<file path="src/rtl/life_pkg.sv">
// Shared types and sizes for the 8x8 Life generation controller.
package life_pkg;

  localparam int GRID_W = 64;

  typedef enum logic [1:0] {IDLE, RUN, STEP, HALT} seq_state_t;
  typedef enum logic [1:0] {NONE, EXTINCT, STABLE, LIMIT} halt_cause_t;

endpackage

</file>
<file path="src/rtl/life_tick_div.sv">
// Generation-rate divider: tick is high on the last count of each TICK_DIV period.
module life_tick_div #(
  parameter int TICK_DIV = 4
) (
  input  logic clk,
  input  logic reset,
  input  logic clr,
  input  logic en,
  output logic tick
);

  localparam int CW = (TICK_DIV > 1) ? $clog2(TICK_DIV) : 1;
  localparam logic [CW-1:0] LAST = CW'(TICK_DIV - 1);

  logic [CW-1:0] cnt_q;

  assign tick = en && (cnt_q == LAST);

  always_ff @(posedge clk or posedge reset) begin
    if (reset) begin
      cnt_q <= '0;
    end else if (clr) begin
      cnt_q <= '0;
    end else if (en) begin
      cnt_q <= tick ? '0 : cnt_q + CW'(1);
    end
  end

endmodule

</file>
<file path="src/rtl/life_sequencer.sv">
// Life generation controller: owns the grid, schedules commits, detects halts.
// Optional period-2 oscillator detection when LIFE_PERIOD2_DETECT_EN is defined.
module life_sequencer
  import life_pkg::*;
#(
  parameter int GEN_W    = 16,
  parameter int TICK_DIV = 4
) (
  input  logic              clk,
  input  logic              reset,
  input  logic              load,
  input  logic              randomize,
  input  logic              run,
  input  logic              step,
  input  logic [GEN_W-1:0]  gen_limit,
  input  logic [GRID_W-1:0] seed,
  input  logic [GRID_W-1:0] rand_in,
  input  logic [GRID_W-1:0] next_grid,
  output logic [GRID_W-1:0] grid,
  output logic [GEN_W-1:0]  gen_count,
  output logic              busy,
  output logic              halted,
  output logic [1:0]        halt_cause,
  output seq_state_t        state_dbg
);

  seq_state_t        state_q, state_d;
  logic [GRID_W-1:0] grid_q, grid_d;
  logic [GEN_W-1:0]  gen_q, gen_d;
  halt_cause_t       cause_q, cause_d;
  logic              busy_q, halted_q;
  logic              commit, tick, div_en, osc2;
  logic              reseed;
  logic [GEN_W:0]    gen_plus1;

  assign reseed    = load || randomize;
  assign div_en    = (state_q == RUN) && run && !reseed;
  assign gen_plus1 = {1'b0, gen_q} + (GEN_W+1)'(1);

  life_tick_div #(.TICK_DIV(TICK_DIV)) u_div (
    .clk   (clk),
    .reset (reset),
    .clr   (!div_en),
    .en    (div_en),
    .tick  (tick)
  );

`ifdef LIFE_PERIOD2_DETECT_EN
  logic [GRID_W-1:0] prev_q;

  // Grid as it was before the most recent commit, for period-2 matching.
  always_ff @(posedge clk or posedge reset) begin
    if (reset) begin
      prev_q <= '0;
    end else if (reseed) begin
      prev_q <= '0;
    end else if (commit) begin
      prev_q <= grid_q;
    end
  end

  assign osc2 = (next_grid == prev_q) && (gen_q != '0);
`else
  assign osc2 = 1'b0;
`endif

  always_comb begin
    state_d = state_q;
    grid_d  = grid_q;
    gen_d   = gen_q;
    cause_d = cause_q;
    commit  = 1'b0;
    if (reseed) begin
      grid_d  = load ? seed : rand_in;
      gen_d   = '0;
      cause_d = NONE;
      state_d = IDLE;
    end else begin
      case (state_q)
        IDLE: begin
          if (run)       state_d = RUN;
          else if (step) state_d = STEP;
        end
        RUN: begin
          if (!run)      state_d = IDLE;
          else if (tick) commit  = 1'b1;
        end
        STEP:    commit = 1'b1;
        default: ;
      endcase
    end
    if (commit) begin
      grid_d  = next_grid;
      gen_d   = (gen_q == '1) ? gen_q : gen_plus1[GEN_W-1:0];
      state_d = (state_q == STEP) ? IDLE : RUN;
      // Halt causes ranked extinct > stable > limit.
      if (next_grid == '0) begin
        cause_d = EXTINCT;
        state_d = HALT;
      end else if ((next_grid == grid_q) || osc2) begin
        cause_d = STABLE;
        state_d = HALT;
      end else if ((gen_limit != '0) && (gen_plus1 >= {1'b0, gen_limit})) begin
        cause_d = LIMIT;
        state_d = HALT;
      end
    end
  end

  always_ff @(posedge clk or posedge reset) begin
    if (reset) begin
      state_q  <= IDLE;
      grid_q   <= '0;
      gen_q    <= '0;
      cause_q  <= NONE;
      busy_q   <= 1'b0;
      halted_q <= 1'b0;
    end else begin
      state_q  <= state_d;
      grid_q   <= grid_d;
      gen_q    <= gen_d;
      cause_q  <= cause_d;
      busy_q   <= (state_d == RUN) || (state_d == STEP);
      halted_q <= (state_d == HALT);
    end
  end

  assign grid       = grid_q;
  assign gen_count  = gen_q;
  assign halt_cause = cause_q;
  assign busy       = busy_q;
  assign halted     = halted_q;
  assign state_dbg  = state_q;

endmodule

</file>
<file path="config.mk">
export PLATFORM = sky130hd
export DESIGN_NAME = life_sequencer
export DESIGN_NICKNAME = d
export VERILOG_FILES = /design/src/rtl/life_pkg.sv /design/src/rtl/life_tick_div.sv /design/src/rtl/life_sequencer.sv
export SDC_FILE = /design/constraint.sdc
export NUM_CORES = 1
export LEC_CHECK = 0
export ABC_AREA = 1
export BUFFER_PORTS_ARGS = -buffer_cell sky130_fd_sc_hd__buf_4
export CAP_MARGIN = 5
export CORE_ASPECT_RATIO = 2
export CORE_MARGIN = 1.5
export CORE_UTILIZATION = 45
export DETAILED_ROUTE_END_ITERATION = 10
export GPL_ROUTABILITY_DRIVEN = 0
export GPL_TIMING_DRIVEN = 1
export PLACE_DENSITY = 0.77
export SLEW_MARGIN = 30
export SYNTH_ARGS = -nofsm -noshare
export SYNTH_HDL_FRONTEND = slang
export SYNTH_HIERARCHICAL = 1
export SYNTH_SLANG_ARGS = --single-unit
export TNS_END_PERCENT = 10
</file>
<file path="constraint.sdc">
create_clock -name clk -period 3.45 [get_ports clk]
set_input_delay 0.345 -clock clk [delete_from_list [all_inputs] [get_ports clk]]
set_output_delay 0.345 -clock clk [all_outputs]
set_load 0.01 [all_outputs]
</file>
==> metrics.md <==
| Metric | Value |
|---|---|
| Result of the run | `complete, no violations` |
| Synthesis-stage register bit count | `88` |
| Total placed cells including tap cells | `around 1.4k` |
| Largest driver fanout on the critical path | `7` |
| Largest family of logic cells by synthesized area | `simple AND/OR/NAND/NOR gates` |
| Total buffers and inverters traversed by the critical path | `1` |
| Diodes inserted | `0` |
| Compound-Gate Fraction of Synth Area | `0.161` |
| Setup clock skew after layout | `around 8 ps` |
| Reg clk slew, reported paths | `~70 ps` |
| Final Cycle Share | `0.907` |
| Switching portion of total power | `0.306` |
| Final total negative setup slack | `0 ps` |
| Horiz. Die Dim | `about 89 um` |
| Most repeated cell in the gate-level netlist after synthesis | `nand2_1` |
| Flop2flop setup slack | `about 320 ps` |
| Initial antenna violation count | `0` |
| Worst path slowest cell | `dfrtp_2` |
| Startpoint class of the critical path | `register` |
| First-pass GRT wire length | `just under 40000 um` |
| Most frequently used flop master after synthesis | `dfrtp_1` |
| Simple logic cell fraction of the synthesized area | `0.316` |
| Height of the die | `~180 um` |
| Critical-path cell list | `ha_1 > nand2_1 > nor2_4 > nand2_4 > nor2_1 > nand2_1 > nor3_2 > xor2_1 > inv_1 > ha_1 > nand2_1 > nor2_1 > nand2_1 > o21ai_0 > nand2_1 > nand3_1 > nand2_1 > nand2_1 > nand2_1 > nand3b_1 > ha_1` |
| Startpoint of the worst-slack reg-to-reg timing path | `gen_count[0]` |
| Register share of total power | `0.383` |
| Switching power total | `around 0.00096 W` |
| Final slew viol count | `0` |
| Fin nets | `roughly 1.5k` |
| HPWL after detailed placement | `~20000 um` |
| Final antenna-violating net count | `0` |
| Destination of the worst register-to-register timing path | `busy` |
| Row cnt | `between 60 and 70` |
| Class of the most critical hold timing path | `input pin to register` |
| Fin. Hold Viols | `0` |
| Min Tclk post-route | `about 3100 ps` |
| Reported leakage power | `between 5 and 6 nW` |
| Total Power | `0.00314 W` |
| Worst Reg-to-Reg Cells | `21` |
| GR Overflow Total | `0` |
| # clock sinks | `88` |
| Power density over cell area | `between 300 and 400 mW/mm2` |
| Slowest stage delay, CP | `between 400 and 500 ps` |
| Maxcap violations | `0` |
| Required time worst endpoint | `between 3000 and 4000 ps` |
| Mux cell area share after synthesis | `0` |
| Crit. End Element | `register` |
| Count of cell types in the netlist | `39` |
| Effective utilization at floorplan | `0.463` |
| EDFF count, synth | `0` |
| Largest net degree at the start of global routing | `66` |
| Top post-synthesis cells by area | `dfrtp_1 33%, nand2_1 17%, inv_1 8.6%, nor2_1 6.8%, o221ai_1 5.4%` |
| Cell repeated most along the worst path | `nand2_1` |
| Endpoint of the worst hold path | `grid[53]` |
| Gr usage total | `0.340` |
| Die footprint | `roughly 0.016 mm2` |
| Least-Margin Pin Slew | `approximately 860 ps` |
| Setup Viol. Count Final | `0` |
| Vias in the first global route | `about 7.7k` |
| Crit Path Class | `register to register` |
| H-tree depth | `3` |
| Post-Synthesis Net Count | `roughly 1.2k` |
| Post-synthesis sequential area ratio | `0.330` |
| Peak Freq | `0.320 GHz` |
| Top cells by count, synth | `307 x nand2_1, 153 x inv_1, 121 x nor2_1` |
| Internal Dissipation | `0.00218 W` |
| Via/cell ratio | `between 5 and 6` |
| Mean instance size in the synthesized netlist | `a little under 7 um2` |
| Arrival time at the worst endpoint | `roughly 3400 ps` |
| Fraction of final layout cells with drive strength greater than 1 | `0.282` |
| Max IR drop VDD | `approximately 0.25 mV` |
| Top-Level Pins | `300` |
| Max_slew headroom | `0.430` |
| Placed Area | `around 0.0091 mm2` |
| Async set or reset register ratio after synthesis | `1.00` |
| Parity-gate share of the synthesized area counting xor and xnor cells | `0.0341` |
| Sum of routed wire length over all layers | `26900 um` |
| End-of-flow core utilization | `0.653` |
| Number of input and output port buffers inserted | `around 300` |
| Number of synthesis warnings | `6` |
| Fraction of the mapped netlist area in adder cells | `0.0412` |
| Leading area contributor after synthesis | `dfrtp_1` |
| Routed length per instance | `between 15 and 20 um` |
| Detailed Route Iter0 Violations | `around 350` |
| Buffer cell driving the clock tree root | `clkbuf_16` |
| Part of the total power dissipated in combinational logic | `0.267` |
| Family of cells with the greatest summed delay on the critical path | `simple AND/OR/NAND/NOR gates` |
| Area growth from synthesis to layout | `41.2%` |
| Worst Hold Path Cells | `3` |
| Fillers | `between 1k and 1.5k` |
| CTS tree | `yes` |
| Final cell area excluding filler cells | `0.00942 mm2` |
| Non-filler cells, final | `1465` |
| Share of power burned in the clock network | `0.351` |
| Remaining design rule violation count | `0` |
| Insertion delay to the later sink of the worst-skew pair | `around 340 ps` |
| Number of instances in the synthesized netlist | `982` |
| Via count of the routed design | `7866` |
| CTS Buffer Depth | `2` |
| Mapped cell area | `0.00667 mm2` |
| Placeable Area | `between 0.01 and 0.015 mm2` |
| Number of iterations in the first detailed-routing pass | `5` |
| Area share of the leading cell type in the synthesized netlist | `0.330` |
| Number of CTS-inserted buffers | `9` |
| Startpoint of the worst hold path | `seed[53]` |
cell type report:
cell class / instances / area [um2] / area share
tap: 192 / 240 / 0.0255
inverter: 158 / 604 / 0.0641
clock buffer: 10 / 239 / 0.0254
clock inverter: 6 / 90.1 / 0.00956
timing repair buffer: 310 / 2340 / 0.249
multi-input combinational: 701 / 3700 / 0.393
sequential: 88 / 2200 / 0.234
flip-flops by register name, indices dropped and copies added, names as in the netlist:
signal       count
halted           1
grid            64
u_div/cnt_q      2
state_dbg        2
busy             1
gen_count       16
halt_cause       2
routing by layer:
metal / vias to the layer above / part of all wire / track usage
met4: 0 / 0.068 / 0.218
li1: 3740 / - / -
met2: 395 / 0.53 / 0.609
met1: 3624 / 0.33 / 0.335
met5: - / 0 / 0
met3: 107 / 0.079 / 0.0775
power groups by stage:
stage	logic, W	clock network [W]	registers [W]
finish	0.000839	0.00110	0.00120
global route	0.000918	0.00115	0.00121
CTS	0.000836	0.00111	0.00120
detailed placement	0.000830	0	0.00122
global placement	0.000819	0	0.00122
floorplan	0.000337	0	0.00124
stage by stage:
step	worst slack, ps	hold slack [ps]
2_1_floorplan	496	86.2
3_3_place_gp	314	246
3_5_place_dp	221	247
4_1_cts	213	231
5_1_grt	-5.56	228
6_report	322	239
timing repair:
action,CTS,global route
buffers inserted,0,1
setup endpoints to repair,0,1
gates resized for setup,0,3
endpoints found under the hold margin,2,0
hold buffers,1,0
tightest hold or removal path: stages:
cell	delay, ps
buf_4	80
nand2_1	40
o2111ai_1	80
cell usage in the layout, fill, tap and decap left out, types with 3 or more instances in the layout:
cell type  instances
nand4_1            9
nor4_1            18
nand2_1          307
xor2_1            26
nor3_1             4
buf_4            308
nand2_2            3
nor2_8             4
ha_1              22
o221ai_1          41
inv_1            152
nand3_1           25
o22ai_2            9
clkbuf_16          9
dfrtp_1           86
nor2_1           120
nand2_4            3
o21ai_0           55
o211ai_1          15
a21oi_1           18
o2111ai_1          8
how the worst max path moves through the flow:
stage | endpoint | from | depth (start not counted)
floorplan | busy | gen_count[0] | 21
finish | busy | gen_count[0] | 21
detailed placement | busy | gen_count[0] | 21
global placement | busy | gen_count[0] | 21
CTS | busy | gen_count[0] | 21
global route | busy | gen_count[0] | 21
kinds of logic (layout without fill, tap and decap cells):
| family | after synthesis | in the layout |
|---|---|---|
| buffers and inverters | 193 | 484 |
| AO/OA/AOI/OAI | 153 | 153 |
| adder cells (fa/ha/maj) | 22 | 22 |
| AND/OR/NAND/NOR | 500 | 500 |
| XOR/XNOR | 26 | 26 |
| flip-flops | 88 | 88 |
Note: power is estimated with default switching activity, not from simulation.
